$ cat src/rtl/led_sched_pkg.sv
// Shared types and constants for the LED pattern scheduler.
//   state_e      : sequencer states (idle, one-cycle init, run, pause)
//   cmd_e        : single button command after priority resolution
//   MODE_*       : pattern selectors carried on the mode output
//   INIT_*       : LED patterns loaded when a pattern (re)starts
package led_sched_pkg;

  typedef enum logic [1:0] {
    StIdle,
    StInit,
    StRun,
    StPause
  } state_e;

  typedef enum logic [1:0] {
    CmdNone,
    CmdStart,
    CmdMode,
    CmdSpeed
  } cmd_e;

  localparam logic [1:0] MODE_ROL   = 2'd0;
  localparam logic [1:0] MODE_ROR   = 2'd1;
  localparam logic [1:0] MODE_PING  = 2'd2;
  localparam logic [1:0] MODE_BLINK = 2'd3;

  localparam logic [7:0] INIT_SINGLE = 8'h01;
  localparam logic [7:0] INIT_BLINK  = 8'hFF;

  // Start beats mode beats speed; losers in the same cycle are dropped.
  function automatic cmd_e resolve_cmd(input logic start, input logic mode, input logic speed);
    if (start) return CmdStart;
    if (mode)  return CmdMode;
    if (speed) return CmdSpeed;
    return CmdNone;
  endfunction

endpackage

$ cat src/rtl/button_debouncer.sv
// Debouncer for one raw push-button.
//   clk       : system clock
//   rst       : asynchronous active-high reset
//   btn_raw   : raw, asynchronous button level
//   btn_level : accepted (debounced) level
//   btn_pulse : one-cycle pulse on each accepted rising edge
// The raw input is synchronised by two flops; the synchronised level must then
// differ from the accepted level for DEBOUNCE consecutive cycles to be taken.
module button_debouncer #(
  parameter int unsigned DEBOUNCE = 1000000
) (
  input  logic clk,
  input  logic rst,
  input  logic btn_raw,
  output logic btn_level,
  output logic btn_pulse
);

  localparam int unsigned CntW = (DEBOUNCE > 1) ? $clog2(DEBOUNCE) : 1;

  logic            sync1_q, sync2_q;
  logic            level_q, pulse_q;
  logic [CntW-1:0] cnt_q;

  always_ff @(posedge clk or posedge rst) begin
    if (rst) begin
      sync1_q <= 1'b0;
      sync2_q <= 1'b0;
      level_q <= 1'b0;
      pulse_q <= 1'b0;
      cnt_q   <= '0;
    end else begin
      sync1_q <= btn_raw;
      sync2_q <= sync1_q;
      pulse_q <= 1'b0;
      if (sync2_q == level_q) begin
        // Any return to the accepted level restarts the stability window.
        cnt_q <= '0;
      end else if (cnt_q == CntW'(DEBOUNCE - 1)) begin
        level_q <= sync2_q;
        pulse_q <= sync2_q;
        cnt_q   <= '0;
      end else begin
        cnt_q <= cnt_q + 1'b1;
      end
    end
  end

  assign btn_level = level_q;
  assign btn_pulse = pulse_q;

endmodule

$ cat src/rtl/led_pattern_scheduler.sv
// 8-LED pattern sequencer driven by three debounced buttons.
//   clk       : system clock
//   rst       : asynchronous active-high reset
//   btn_start : raw start/pause button
//   btn_mode  : raw pattern-select button
//   btn_speed : raw speed-select button
//   led       : registered LED drive
//   mode      : registered current pattern
//   speed     : registered current speed (step period = BASE_DELAY >> speed)
//   running   : high only while sequencing (RUN state)
module led_pattern_scheduler #(
  parameter int unsigned BASE_DELAY = 100000000,
  parameter int unsigned DEBOUNCE   = 1000000
) (
  input  logic       clk,
  input  logic       rst,
  input  logic       btn_start,
  input  logic       btn_mode,
  input  logic       btn_speed,
  output logic [7:0] led,
  output logic [1:0] mode,
  output logic [1:0] speed,
  output logic       running
);

  import led_sched_pkg::*;

  logic [2:0]  btn_level_unused;
  logic        start_pulse, mode_pulse, speed_pulse;
  cmd_e        cmd;

  state_e      state_q;
  logic [7:0]  led_q;
  logic [1:0]  mode_q, speed_q;
  logic [31:0] tick_q;
  logic        dir_left_q;

  logic [31:0] period;
  logic [7:0]  step_led;
  logic        step_dir_left;

  button_debouncer #(.DEBOUNCE(DEBOUNCE)) u_db_start (
    .clk       (clk),
    .rst       (rst),
    .btn_raw   (btn_start),
    .btn_level (btn_level_unused[0]),
    .btn_pulse (start_pulse)
  );

  button_debouncer #(.DEBOUNCE(DEBOUNCE)) u_db_mode (
    .clk       (clk),
    .rst       (rst),
    .btn_raw   (btn_mode),
    .btn_level (btn_level_unused[1]),
    .btn_pulse (mode_pulse)
  );

  button_debouncer #(.DEBOUNCE(DEBOUNCE)) u_db_speed (
    .clk       (clk),
    .rst       (rst),
    .btn_raw   (btn_speed),
    .btn_level (btn_level_unused[2]),
    .btn_pulse (speed_pulse)
  );

  assign cmd    = resolve_cmd(start_pulse, mode_pulse, speed_pulse);
  assign period = BASE_DELAY >> speed_q;

  // Next LED value and ping-pong direction for one pattern step.
  always_comb begin
    step_led      = led_q;
    step_dir_left = dir_left_q;
    unique case (mode_q)
      MODE_ROL: step_led = {led_q[6:0], led_q[7]};
      MODE_ROR: step_led = {led_q[0], led_q[7:1]};
      MODE_PING: begin
        if (dir_left_q) begin
          step_led = {led_q[6:0], 1'b0};
          if (step_led == 8'h80) step_dir_left = 1'b0;
        end else begin
          step_led = {1'b0, led_q[7:1]};
          if (step_led == 8'h01) step_dir_left = 1'b1;
        end
      end
      MODE_BLINK: step_led = ~led_q;
    endcase
  end

  always_ff @(posedge clk or posedge rst) begin
    if (rst) begin
      state_q    <= StIdle;
      led_q      <= 8'h00;
      mode_q     <= MODE_ROL;
      speed_q    <= 2'd0;
      tick_q     <= '0;
      dir_left_q <= 1'b1;
    end else begin
      unique case (state_q)
        StIdle: begin
          led_q <= 8'h00;
          case (cmd)
            CmdStart: state_q <= StInit;
            CmdMode:  mode_q  <= mode_q + 2'd1;
            CmdSpeed: speed_q <= speed_q + 2'd1;
            default:  ;
          endcase
        end
        StInit: begin
          // Pulses arriving here are deliberately ignored.
          led_q      <= (mode_q == MODE_BLINK) ? INIT_BLINK : INIT_SINGLE;
          dir_left_q <= 1'b1;
          tick_q     <= '0;
          state_q    <= StRun;
        end
        StRun: begin
          case (cmd)
            CmdStart: state_q <= StPause;
            CmdMode: begin
              mode_q  <= mode_q + 2'd1;
              state_q <= StInit;
            end
            CmdSpeed: begin
              speed_q <= speed_q + 2'd1;
              tick_q  <= '0;
            end
            default: begin
              if (tick_q == period - 32'd1) begin
                tick_q     <= '0;
                led_q      <= step_led;
                dir_left_q <= step_dir_left;
              end else begin
                tick_q <= tick_q + 32'd1;
              end
            end
          endcase
        end
        StPause: begin
          // led and tick are held so resuming loses no partial period.
          case (cmd)
            CmdStart: state_q <= StRun;
            CmdMode: begin
              mode_q  <= mode_q + 2'd1;
              state_q <= StInit;
            end
            CmdSpeed: begin
              speed_q <= speed_q + 2'd1;
              tick_q  <= '0;
            end
            default: ;
          endcase
        end
      endcase
    end
  end

  assign led     = led_q;
  assign mode    = mode_q;
  assign speed   = speed_q;
  assign running = (state_q == StRun);

endmodule
$ cat config.mk
export PLATFORM = sky130hd
export DESIGN_NAME = led_pattern_scheduler
export DESIGN_NICKNAME = d
export VERILOG_FILES = /design/src/rtl/led_sched_pkg.sv /design/src/rtl/button_debouncer.sv /design/src/rtl/led_pattern_scheduler.sv
export SDC_FILE = /design/constraint.sdc
export NUM_CORES = 1
export LEC_CHECK = 0
export BUFFER_PORTS_ARGS = -buffer_cell sky130_fd_sc_hd__buf_2
export CAP_MARGIN = 15
export CORE_MARGIN = 8
export CORE_UTILIZATION = 68
export DETAILED_ROUTE_END_ITERATION = 8
export GPL_ROUTABILITY_DRIVEN = 0
export MAX_ROUTING_LAYER = met4
export PLACE_DENSITY = 0.86
export SKIP_CTS_REPAIR_TIMING = 1
export SLEW_MARGIN = 20
export SYNTH_ARGS = -nofsm -noshare
export SYNTH_HDL_FRONTEND = slang
export SYNTH_SLANG_ARGS = --single-unit
$ cat constraint.sdc
create_clock -name clk -period 13.18 [get_ports clk]
set_input_delay 3.954 -clock clk [delete_from_list [all_inputs] [get_ports clk]]
set_output_delay 3.954 -clock clk [all_outputs]
set_load 0.005 [all_outputs]
Yosys cells after proc, flatten, opt, wreduce, memory -nomap -nowiden
Cells that the tools add are included.
{"block": "word_totals", "word_cells": 121, "out_inout_bits": 13, "regBits": 119, "inputBits": 5}
{"block": "classes", "shifts": 1, "n_eq_ne": 26, "n_mux": 45, "reduce_logical": 17, "n_addsub": 7, "bitwise": 4}
{"op": "two-way mux 20 bit", "count": 6}
{"op": "one-hot mux 32 bit (3 select lines)", "count": 1}
{"op": "two-way mux 32 bit", "count": 2}
{"op": "one-hot mux 32 bit (2 select lines)", "count": 1}
{"op": "adder 20 x 1 -> 20 bit, second input constant", "count": 3}
{"op": "equality test 20 bit, second input constant", "count": 3}
{"op": "adder 32 x 1 -> 32 bit, second input constant", "count": 1}
{"op": "equality test 32 bit", "count": 1}
{"op": "two-way mux 8 bit", "count": 4}
{"op": "one-hot mux 8 bit (4 select lines)", "count": 1}
{"op": ">> shifter 27 x 2 -> 32 bit, first input constant", "count": 1}
{"op": "subtractor 32 x 1 -> 32 bit, second input constant", "count": 1}
{"op": "one-hot mux 8 bit (3 select lines)", "count": 1}
{"op": "two-way mux 1 bit", "count": 18}
{"op": "two-way mux 2 bit", "count": 7}
{"op": "equality test 2 bit, second input constant", "count": 6}
{"op": "AND reduction 2 bit", "count": 5}
{"op": "AND reduction 3 bit", "count": 3}
{"op": "!= test 2 bit, second input constant", "count": 4}
{"op": "NOT 8 bit", "count": 1}
{"op": "one-hot mux 2 bit (2 select lines)", "count": 2}
{"op": "one-hot mux 2 bit (4 select lines)", "count": 1}
{"op": "equality test 7 x 1 -> 1 bit, second input constant", "count": 1}
{"op": "equality test 7 bit, second input constant", "count": 1}
{"op": "other kinds (13)", "count": 25}

Depth between registers and ports, before layout
Gate-level depths: netlist of the first run.
{"block": "logic_depth", "depth_word": 11, "depth_mapped": 11, "depth_no_buf": 8}

Modules after synthesis
From an unflattened synthesis of the first run, not the netlist that was laid out.
{"block": "unflattened", "cells_unflattened": 717, "hier_area_um2": 7048.0}
{"mod": "button_debouncer", "seq_area_each_um2": 600.6, "cells_per_inst": 108, "instances": 3, "area_per_inst_um2": 1188.6}
{"mod": "led_pattern_scheduler", "seq_area_each_um2": 1177.4, "cells_per_inst": 393, "instances": 1, "area_per_inst_um2": 3482.1}

Least setup slack after synthesis of the first run
OpenSTA, ideal clock, no wires.
{"block": "synth_path", "path_kind": "register -> output", "start": "register state_q[0]", "end": "output running", "t_arrival_ns": 0.801, "n_path_buf": 0, "stages_incl_launch_ff": 3, "path_slack_ns": 8.425, "cell_sequence": "dfrtp_1 > inv_1 > ha_1"}
{"block": "synth_via", "elab_chain_len": 1}
{"item": "start: declaration", "line": "led_pattern_scheduler.sv:32", "source": "state_e state_q;"}
{"item": "start signal: assignment", "line": "led_pattern_scheduler.sv:91", "source": "state_q <= StIdle;"}
{"item": "start signal: assignment", "line": "led_pattern_scheduler.sv:102", "source": "CmdStart: state_q <= StInit;"}
{"item": "start signal: assignment", "line": "led_pattern_scheduler.sv:113", "source": "state_q <= StRun;"}
{"item": "equality test 2 bit", "line": "led_pattern_scheduler.sv:159", "source": "assign running = (state_q == StRun);"}
{"item": "end: declaration", "line": "led_pattern_scheduler.sv:23", "source": "output logic running"}
No other way between the ends.

Worst setup path in the final report of the first run
Ends and elaborated chain as after synthesis.

==> results.yml, run 1 <==
placed_design:
  placement_stage_worst_setup_slack_ns: 7.746
  place.port_buffers: 17
  dpl.hpwl_um: 9130
  placedInstanceArea_mm2: 0.006695
detailed_routing:
  drt-wirelength-per-cell_um: 16.45
  viasPerCell: 6.119
  drt_iter0_drc: 430
  number_of_detailed_routing_iterations_run_before_antenna_repair: 5
  wl_um: 14000
  remaining_drc_errors: 0
  num_vias: 5207
  drt.antenna.violating_nets: 0
worst_setup_path:
  crit_path_required_time_ns: 9.23
  timing.critical_path.from_type: "register"
  critPathMaxStageDelay_ns: 0.45
  worst-setup-path-type: "register to primary output"
  critical_path_peak_fanout: 7
  timing.critical_path.slowest_stage_cell: "dfrtp_1"
  critical_path.cell_chain: "inv_1, ha_1, buf_2"
  crit_arrival_ns: 1.61
  setup.worst_path.end_class: "primary output"
synth:
  synthCells: 695
  synth_cell_type_count: 55
  seq_area_frac_synth_pct: 45.70
  synthArstFlopShare_pct: 100.0
  syn_area_mm2: 0.006519
  syn_nets: 726
  ys_ff_latch: 119
  synth.top_cell.area_share_pct: 45.30
  synth.top_cells.by_area: "dfrtp_1, nor2_1, ha_1"
  yosys.area.top_type: "dfrtp_1"
  synth-main-ff-cell: "dfrtp_1"
  synth-edff-count: 0
  synth.avg_cell_area_um2: 9.379
  number_of_warnings_reported_in_the_yosys_synthesis_log: 0
clock_tree:
  cts_tree: "done"
  clkLatencyLatePin_ns: 0.51
  clock_buffers_created_by_tritoncts: 17
  clock_path_buffers: 2
  htreeDepth: 4
  root_buffer: "clkbuf_8"
  clk_pin_slew_ns: 0.06
  cts.sinks: 119
outcome:
  run_status: "complete, no violations"
sta:
  hold_viol: 0
  relative_slew_slack_pct: 42.62
  maxClockFrequency_mhz: 179.8
  slew_violations: 0
  final.period_utilization_pct: 42.20
  setup_viol: 0
  grt_setup_unrepaired: "no"
  fin_worst_skew_ns: 0.01119
  timing.final.crit_period_ns: 5.562
  slew_of_the_pin_with_the_lowest_slew_margin_ns: 0.8607
  timing.final.ws_setup_ns: 7.618
  final.setup.tns_ns: 0
global_route:
  global_route.overflow_total: 0
  track_usage_pct: 23.37
  grt_max_degree: 69
  first_global_vias: 5086
  grt_antenna_before_repair: 0
  grt_pass1_wl_um: 23960
floorplanning:
  initial_utilization_pct: 70.22
  design.die.area_mm2: 0.01298
  die_height_um: 113.9
  fp.coreArea_mm2: 0.009284
  num_io_pins: 18
  fp-row-count: 35
  die_width_um: 113.9
cells_and_area:
  layout.cells.most_common_list: "dfrtp_1, nor2_1, nand2_1"
  fraction_of_final_layout_cells_with_drive_strength_greater_than_1_pct: 10.53
  nets_final: 740
  layout_commonest_cell: "dfrtp_1"
  final_util_pct: 77.87
  final_area_mm2: 0.007229
  syn2layout_area_growth_pct: 10.90
  count_of_antenna_diodes_in_the_layout: 0
power_and_ir_drop:
  power.density_cell_area_mw_per_mm2: 110.5
  power.static_leakage_nw: 3.222
  report.power.total_mw: 0.7992
  peakVddDrop_uv: 96.76
flow_run:
  timing.max_cap.violations: 0
min_path:
  worstHoldPathType: "register to register"
-- through the flow --
step	hold WS [ns]	instances
global route	0.3628	851
detailed placement	0.3442	819
finish	0.3558	851
global placement	0.3381	819
floorplan	0.3312	695
CTS	0.3570	851
-- cells by family (layout without fill, tap and decap cells) --
kind of cell,count (synthesis),after routing,share of synthesized area [%]
AOI/OAI and AO/OA,98,98,10.12
xor gates and xnor gates,64,64,8.599
adders and majority gates,26,26,4.990
buffers and inverters,52,79,3.206
DFF,119,119,45.70
muxes,17,17,2.822
and+or+nand+nor,319,319,24.57
-- worst paths after layout --
check                              startpoint                   end  slack [ns]  cells after the start
min                        u_db_speed.sync1_q    u_db_speed.sync2_q        0.36                      0
max in group asynchronous                 rst   u_db_speed.cnt_q[4]        8.32                      3
max reg2reg                          speed[1]                led[2]       10.22                      8
min in group asynchronous                 rst  u_db_start.cnt_q[14]        3.54                      2
min reg2reg                u_db_speed.sync1_q    u_db_speed.sync2_q        0.36                      0
max                                state_q[0]               running        7.62                      3
-- routing by layer --
metal	vias up	wire, um	global-route usage (%)
met5	-	0	-
met4	0	252	9.583
met3	29	638	5.071
met2	156	7143	38.07
met1	2551	5960	27.70
li1	2471	-	-
-- power by group --
part / internal [mW] / switching, mW / total, mW
registers: 0.369 / 0.00330 / 0.372
clock network: 0.235 / 0.178 / 0.412
logic: 0.00324 / 0.0118 / 0.0150
total: 0.607 / 0.193 / 0.799
-- critical path, delay by kind of cell (launching register included) --
family	cells	cell delay [ns]
buffers and inverters	2	0.33
flip-flops	1	0.45
adder cells (fa/ha/maj)	1	0.32
-- area by class of cell --
class                      count  area (um^2)
clock inverter                15        117.6
sequential                   119         2979
clock buffer                  17        414.1
fill                         611         2054
inverter                      27        103.9
timing repair buffer          20        107.6
multi-input combinational    524         3346
tap                          129        161.4
-- flip-flops by register name (all words and copies together) (netlist names), 2 cells and up --
name / cells
mode: 2
state_q: 2
tick_q: 32
u_db_start.cnt_q: 20
led: 8
u_db_speed.cnt_q: 20
speed: 2
u_db_mode.cnt_q: 20
-- cells in the mapped netlist, types with 2 or more instances --
cell type	instances
dfrtp_1	118
nor2_1	97
nand2_1	57
nand3_1	44
xor2_1	34
xnor2_1	30
inv_1	27
ha_1	26
nand4_1	24
and3_1	20
a21oi_1	18
o21ai_0	15
clkbuf_1	13
nor3_1	13
nor4_1	13
a21o_1	12
a22o_1	12
mux2_2	11
nand2b_1	9
buf_2	8
a22oi_1	7
a31oi_1	7
nor3b_1	7
o22ai_1	7
mux2i_1	6
or3_1	6
a21boi_0	5
or4_1	5
and2_1	3
buf_1	3
nand3b_1	3
o2bb2ai_1	3
and3b_1	2
and4_1	2
nor2b_1	2
nor4b_1	2
nor4bb_1	2
o211ai_1	2
o21ai_1	2
o31a_1	2
or2_2	2
No activity file was read; power rests on OpenSTA's default activity.
==> run 2: changes to the inputs <==
--- a/config.mk
+++ b/config.mk
@@ -8,11 +8,11 @@
 export BUFFER_PORTS_ARGS = -buffer_cell sky130_fd_sc_hd__buf_2
 export CAP_MARGIN = 15
 export CORE_MARGIN = 8
-export CORE_UTILIZATION = 68
+export CORE_UTILIZATION = 63
 export DETAILED_ROUTE_END_ITERATION = 8
 export GPL_ROUTABILITY_DRIVEN = 0
 export MAX_ROUTING_LAYER = met4
-export PLACE_DENSITY = 0.86
+export PLACE_DENSITY = 0.8
 export SKIP_CTS_REPAIR_TIMING = 1
 export SLEW_MARGIN = 20
 export SYNTH_ARGS = -nofsm -noshare
==> constraint.sdc (replaced) <==
create_clock -name clk -period 5.8 [get_ports clk]
set_input_delay 1.74 -clock clk [delete_from_list [all_inputs] [get_ports clk]]
set_output_delay 1.74 -clock clk [all_outputs]
set_load 0.005 [all_outputs]
==> run 2 against run 1 <==
  * Die area rose by 6.8%
  * First-iteration DRC count up 17%
  * Critical endpoint unchanged
  * Utilization fell by 6.5 points
  * Non-clock buffer count unchanged
  * Wire length fell by 1.4%
  * Combinational power grew 130%
  * Count of clock-buffer cells in the layout is 3 higher
==> results.yml, run 2 (same netlist as run 1, synthesis figures left out) <==
sta:
  setup_viol: 0
  hold_viol: 0
  relative_slew_slack_pct: 24.44
  hold_ws_ns: 0.3506
  fin_worst_skew_ns: 0.006485
  slew_violations: 0
  maxClockFrequency_mhz: 296.6
  final.setup.tns_ns: 0
  slew_of_the_pin_with_the_lowest_slew_margin_ns: 1.131
  timing.final.crit_period_ns: 3.371
  grt_setup_unrepaired: "no"
  final.period_utilization_pct: 58.13
worst_setup_path:
  critPathMaxStageDelay_ns: 0.45
  r2r_slack_ns: 2.89
  critical_path_peak_fanout: 7
  timing.critical_path.from_type: "register"
  timing.critical_path.slowest_stage_cell: "dfrtp_1"
  crit_buf_inv: 2
  worst-setup-path-type: "register to primary output"
  critical_path.cell_chain: "inv_1, ha_1, buf_2"
  crit_path_required_time_ns: 4.06
  setup.worst_path.end_class: "primary output"
  crit_arrival_ns: 1.63
  kind_of_cell_adding_the_most_delay_to_the_critical_path: "flip-flops"
clock_tree:
  htreeDepth: 4
  clkLatencyLatePin_ns: 0.52
  cts_tree: "done"
  clk_pin_slew_ns: 0.06
  cts.sinks: 119
  clock_buffers_created_by_tritoncts: 17
  root_buffer: "clkbuf_8"
  clock_path_buffers: 2
cells_and_area:
  max_reg_flops: 32
  fraction_of_final_layout_cells_with_drive_strength_greater_than_1_pct: 10.11
  count_of_antenna_diodes_in_the_layout: 0
  layout_commonest_cell: "dfrtp_1"
  syn2layout_area_growth_pct: 11.52
  final_area_mm2: 0.007269
  layout.cells.most_common_list: "dfrtp_1, nor2_1, nand2_1"
  final_util_pct: 71.38
  nets_final: 740
  regMostFlops: "tick_q"
power_and_ir_drop:
  switching_share_pct: 21.84
  clock_power_share_pct: 53.1
  net-switching-power_mw: 0.4096
  pwr-share-comb_pct: 1.8
  power.density_cell_area_mw_per_mm2: 257.9
  seqPwrFrac_pct: 45.1
  power_report.internal_total_mw: 1.466
  report.power.total_mw: 1.875
  peakVddDrop_uv: 188.8
  power.static_leakage_nw: 3.224
global_route:
  track_usage_pct: 21.32
  grt_antenna_before_repair: 0
  first_global_vias: 5180
  global_route.overflow_total: 0
  grt_pass1_wl_um: 24120
  grt_max_degree: 92
flow_run:
  timing.max_cap.violations: 0
detailed_routing:
  remaining_drc_errors: 0
  drt-wirelength-per-cell_um: 16.09
  viasPerCell: 6.073
  num_vias: 5211
  drt.antenna.violating_nets: 0
  number_of_detailed_routing_iterations_run_before_antenna_repair: 5
  wl_um: 13800
  drt_iter0_drc: 501
floorplanning:
  num_io_pins: 18
  initial_utilization_pct: 64.00
  die_width_um: 117.7
  fp-row-count: 37
  fp.coreArea_mm2: 0.01018
  die_height_um: 117.7
  design.die.area_mm2: 0.01386
outcome:
  run_status: "complete, no violations"
placed_design:
  dpl.hpwl_um: 8996
  place.port_buffers: 17
  placedInstanceArea_mm2: 0.006704
min_path:
  worstHoldPathType: "register to register"
run 2: cell types whose count changed in the layout (fill, tap and decap cells not counted), sizes merged:
cell / previous run / this run
clkbuf: 17 / 20
clkinv: 7 / 5
clkinvlp: 1 / 4
inv: 34 / 28
bufinv: 0 / 2
run 2: area by class of cell:
type                       count  area [um^2]
clock buffer                  20        435.4
sequential                   119         2979
inverter                      27        106.4
tap                          136        170.2
multi-input combinational    524         3343
fill                         757         2915
timing repair buffer          20        107.6
clock inverter                12        127.6
run 2: worst paths after layout:
| check | start | end | depth (start not counted) |
|---|---|---|---|
| hold reg to reg | u_db_speed.sync1_q | u_db_speed.sync2_q | 0 |
| max in group asynchronous | rst | u_db_speed.cnt_q[8] | 3 |
| setup / recovery | state_q[0] | running | 3 |
| setup reg to reg | speed[0] | tick_q[26] | 8 |
| hold / removal | u_db_speed.sync1_q | u_db_speed.sync2_q | 0 |
| min in group asynchronous | rst | u_db_start.cnt_q[18] | 2 |
run 2: power by group through the flow:
| stage | registers [mW] | clock network, mW | logic [mW] |
|---|---|---|---|
| after CTS | 0.845 | 1.01 | 0.0354 |
| after global routing | 0.846 | 1.05 | 0.0399 |
| after floorplan | 0.858 | 0 | 0.0247 |
| after detailed placement | 0.859 | 0 | 0.0349 |
| final | 0.845 | 0.996 | 0.0339 |
| after global placement | 0.859 | 0 | 0.0333 |
run 2: layer usage:
| layer | vias up | share of wire, % | track usage (%) |
|---|---|---|---|
| met5 | - | 0 | - |
| met4 | 0 | 2.4 | 9.528 |
| met3 | 44 | 4.9 | 5.372 |
| met2 | 171 | 49 | 33.62 |
| met1 | 2521 | 44 | 25.45 |
| li1 | 2475 | - | - |
run 2: metrics by stage:
step	setup WS [ns]	cells
after floorplan	0.9042	695
after global placement	2.717	826
after detailed placement	2.682	826
after CTS	2.411	858
after global routing	2.315	858
final	2.429	858
run 2: worst register-to-register path, stage by stage, from the launching register on:
cell	delay, ns
dfrtp_1	0.50
inv_1	0.15
ha_1	0.25
nor3b_1	0.15
o2111ai_1	0.25
nor4_1	0.12
a31oi_2	0.21
nor2b_1	0.91
a22o_1	0.29
==> run 3: changes to the inputs <==
--- a/config.mk
+++ b/config.mk
@@ -5,14 +5,15 @@
 export SDC_FILE = /design/constraint.sdc
 export NUM_CORES = 1
 export LEC_CHECK = 0
+export ABC_AREA = 1
 export BUFFER_PORTS_ARGS = -buffer_cell sky130_fd_sc_hd__buf_2
 export CAP_MARGIN = 15
 export CORE_MARGIN = 8
-export CORE_UTILIZATION = 63
+export CORE_UTILIZATION = 57
 export DETAILED_ROUTE_END_ITERATION = 8
 export GPL_ROUTABILITY_DRIVEN = 0
 export MAX_ROUTING_LAYER = met4
-export PLACE_DENSITY = 0.8
+export PLACE_DENSITY = 0.77
 export SKIP_CTS_REPAIR_TIMING = 1
 export SLEW_MARGIN = 20
 export SYNTH_ARGS = -nofsm -noshare
==> constraint.sdc (replaced) <==
create_clock -name clk -period 3 [get_ports clk]
set_input_delay 0.9 -clock clk [delete_from_list [all_inputs] [get_ports clk]]
set_output_delay 0.9 -clock clk [all_outputs]
set_load 0.005 [all_outputs]
==> run 3 against run 2 <==
  * Via count up 19%
  * Worst hold slack improved by 0.0022 ns
  * Highest routed layer unchanged
  * Critical endpoint unchanged
  * Final cell count grew 40%
  * Global-route usage down 0.74 points
  * First-iteration DRC count down 9.8%
  * Largest power group unchanged
  * Clock power up 110%
  * Power rose by 100%
  * Sequential power grew 93%
  * Area after synthesis rose by 10%
  * Non-clock buffer count rose by 2
  * Cell area up 11%
==> results.yml, run 3 <==
outcome:
  run_status: "complete, no violations"
synth:
  synth-compound-area-share_pct: 6.282
  synth.top_cells.by_area: "dfrtp_1, nand2_1, inv_1"
  number_of_warnings_reported_in_the_yosys_synthesis_log: 0
  synthAdderAreaFrac_pct: 4.524
  synth_cell_type_count: 43
  synthArstFlopShare_pct: 100.0
  syn_nets: 1023
  synth.cells.most_frequent: "nand2_1, inv_1, nor2_1"
  ys_ff_latch: 119
  synthMuxAreaShare_pct: 0.3132
  synth-edff-count: 0
  synth_most_common_cell: "nand2_1"
  synthSimpleGateAreaFrac_pct: 33.60
  synth.avg_cell_area_um2: 7.249
  yosys.area.top_type: "dfrtp_1"
  synth_xor_area_share_pct: 5.603
  synthCells: 992
  synth-main-ff-cell: "dfrtp_1"
  largest_family_of_logic_cells_by_synthesized_area: "simple AND/OR/NAND/NOR gates"
  synth.top_cell.area_share_pct: 41.06
  syn_area_mm2: 0.007191
  seq_area_frac_synth_pct: 41.43
clock_tree:
  root_buffer: "clkbuf_16"
  clock_buffers_created_by_tritoncts: 17
  clock_path_buffers: 2
  clkLatencyLatePin_ns: 0.42
  cts_tree: "done"
  htreeDepth: 4
  cts.sinks: 119
  clk_pin_slew_ns: 0.05
detailed_routing:
  remaining_drc_errors: 0
  number_of_detailed_routing_iterations_run_before_antenna_repair: 5
  drt.antenna.violating_nets: 0
  wl_um: 15090
  drt_iter0_drc: 452
  viasPerCell: 5.149
  num_vias: 6194
  drt-wirelength-per-cell_um: 12.55
floorplanning:
  design.die.area_mm2: 0.01646
  die_height_um: 128.3
  initial_utilization_pct: 57.68
  die_width_um: 128.3
  fp-row-count: 41
  fp.coreArea_mm2: 0.01247
  num_io_pins: 18
worst_setup_path:
  critical_path_peak_fanout: 14
  r2r_slack_ns: 0.76
  setup.worst_path.end_class: "primary output"
  worst_r2r_path_depth: 14
  worst_r2r_endpoint: "led[0]"
  worst-setup-path-type: "register to primary output"
  crit_path_required_time_ns: 2.10
  crit_arrival_ns: 1.56
  regToRegStartpoint: "speed[1]"
  timing.critical_path.from_type: "register"
power_and_ir_drop:
  power.density_cell_area_mw_per_mm2: 472.7
  peakVddDrop_uv: 473.4
  power.static_leakage_nw: 3.952
sta:
  fin_worst_skew_ns: 0.007213
  timing.final.crit_period_ns: 2.464
  relative_slew_slack_pct: 50.37
  hold_viol: 0
  slew_violations: 0
  maxClockFrequency_mhz: 405.9
  final.period_utilization_pct: 82.12
  grt_setup_unrepaired: "no"
  final.setup.tns_ns: 0
  setup_viol: 0
  slew_of_the_pin_with_the_lowest_slew_margin_ns: 0.7429
global_route:
  grt_max_degree: 36
  first_global_vias: 5924
  global_route.overflow_total: 0
  track_usage_pct: 20.58
  grt_pass1_wl_um: 26770
  grt_antenna_before_repair: 0
flow_run:
  timing.max_cap.violations: 0
min_path:
  hold-path-endpoint: "u_db_speed.sync2_q"
  worstHoldPathType: "register to register"
  hold_start: "u_db_speed.sync1_q"
  hold_depth: 0
cells_and_area:
  fraction_of_final_layout_cells_with_drive_strength_greater_than_1_pct: 7.468
  nets_final: 1049
  final_util_pct: 64.99
  max_reg_flops: 32
  syn2layout_area_growth_pct: 12.67
  count_of_antenna_diodes_in_the_layout: 0
  layout_commonest_cell: "nand2_1"
  layout.cells.most_common_list: "nand2_1, inv_1, nor2_1"
  final_area_mm2: 0.008102
  finalNonFillerCells: 1203
  regMostFlops: "tick_q"
placed_design:
  place.port_buffers: 17
  dpl.cell_count: 1171
  dpl.hpwl_um: 10730
  placedInstanceArea_mm2: 0.007487
## run 3: cell types whose count changed in the layout (fill, tap and decap cells not counted), sizes merged, moves of 12 or more
cell	delta
nor3	+18
a21o	-12
and3	-19
inv	+106
xnor2	-19
a22o	-12
nand2	+258
a21oi	+19
nor2	+39
nor4	-12
## run 3: cell type report
cell class,count,area [um^2]
clock buffers,20,436.7
clock inverters,12,177.7
fillers,1125,4364
inverters,136,514.2
multi-input cells,722,3618
flip-flops and latches,119,2979
well taps,172,215.2
repair buffers,22,160.2
## run 3: logic make-up (layout without fill, tap and decap cells)
| logic type | Yosys count | in the layout |
|---|---|---|
| buf+inv | 151 | 190 |
| xor+xnor | 46 | 46 |
| mux | 2 | 2 |
| flops | 119 | 119 |
| fa+ha+maj | 26 | 26 |
| compound gates | 79 | 79 |
| simple gates | 569 | 569 |
## run 3: through the flow
stage | setup WS [ns] | power, mW | hold slack, ns
finish | 0.5363 | 3.829 | 0.3528
floorplan | 0.6455 | 1.713 | 0.3312
detailed placement | 0.7967 | 1.743 | 0.3436
CTS | 0.5125 | 3.870 | 0.3559
global route | 0.4440 | 3.967 | 0.3555
global placement | 0.9003 | 1.741 | 0.3394
## run 3: how the worst max path moves through the flow
stage                     slack (ns)       start  endpoint
after floorplan                 0.65         rst    led[0]
after global placement          0.90    speed[0]    led[3]
after detailed placement        0.80    speed[1]    led[0]
after CTS                       0.51  state_q[0]   running
after global routing            0.44  state_q[0]   running
final                           0.54  state_q[0]   running
## run 3: critical path, stage by stage (launching register included)
cell and delay [ns]:
dfrtp_1 0.45, inv_1 0.15, ha_1 0.19, buf_4 0.22, buf_2 0.15
## run 3: layer usage
layer	up-vias	global-route usage, %	share of wire [%]
met5	-	-	0
met4	0	8.531	2.3
met3	39	4.784	4.2
met2	144	31.45	46
met1	2836	25.80	48
li1	3175	-	-
## run 3: power by group
part           internal [mW]  switching, mW  total [mW]
registers               1.62        0.00972        1.63
clock network           1.39          0.728        2.12
logic                 0.0244         0.0583      0.0828
total                   3.03          0.796        3.83
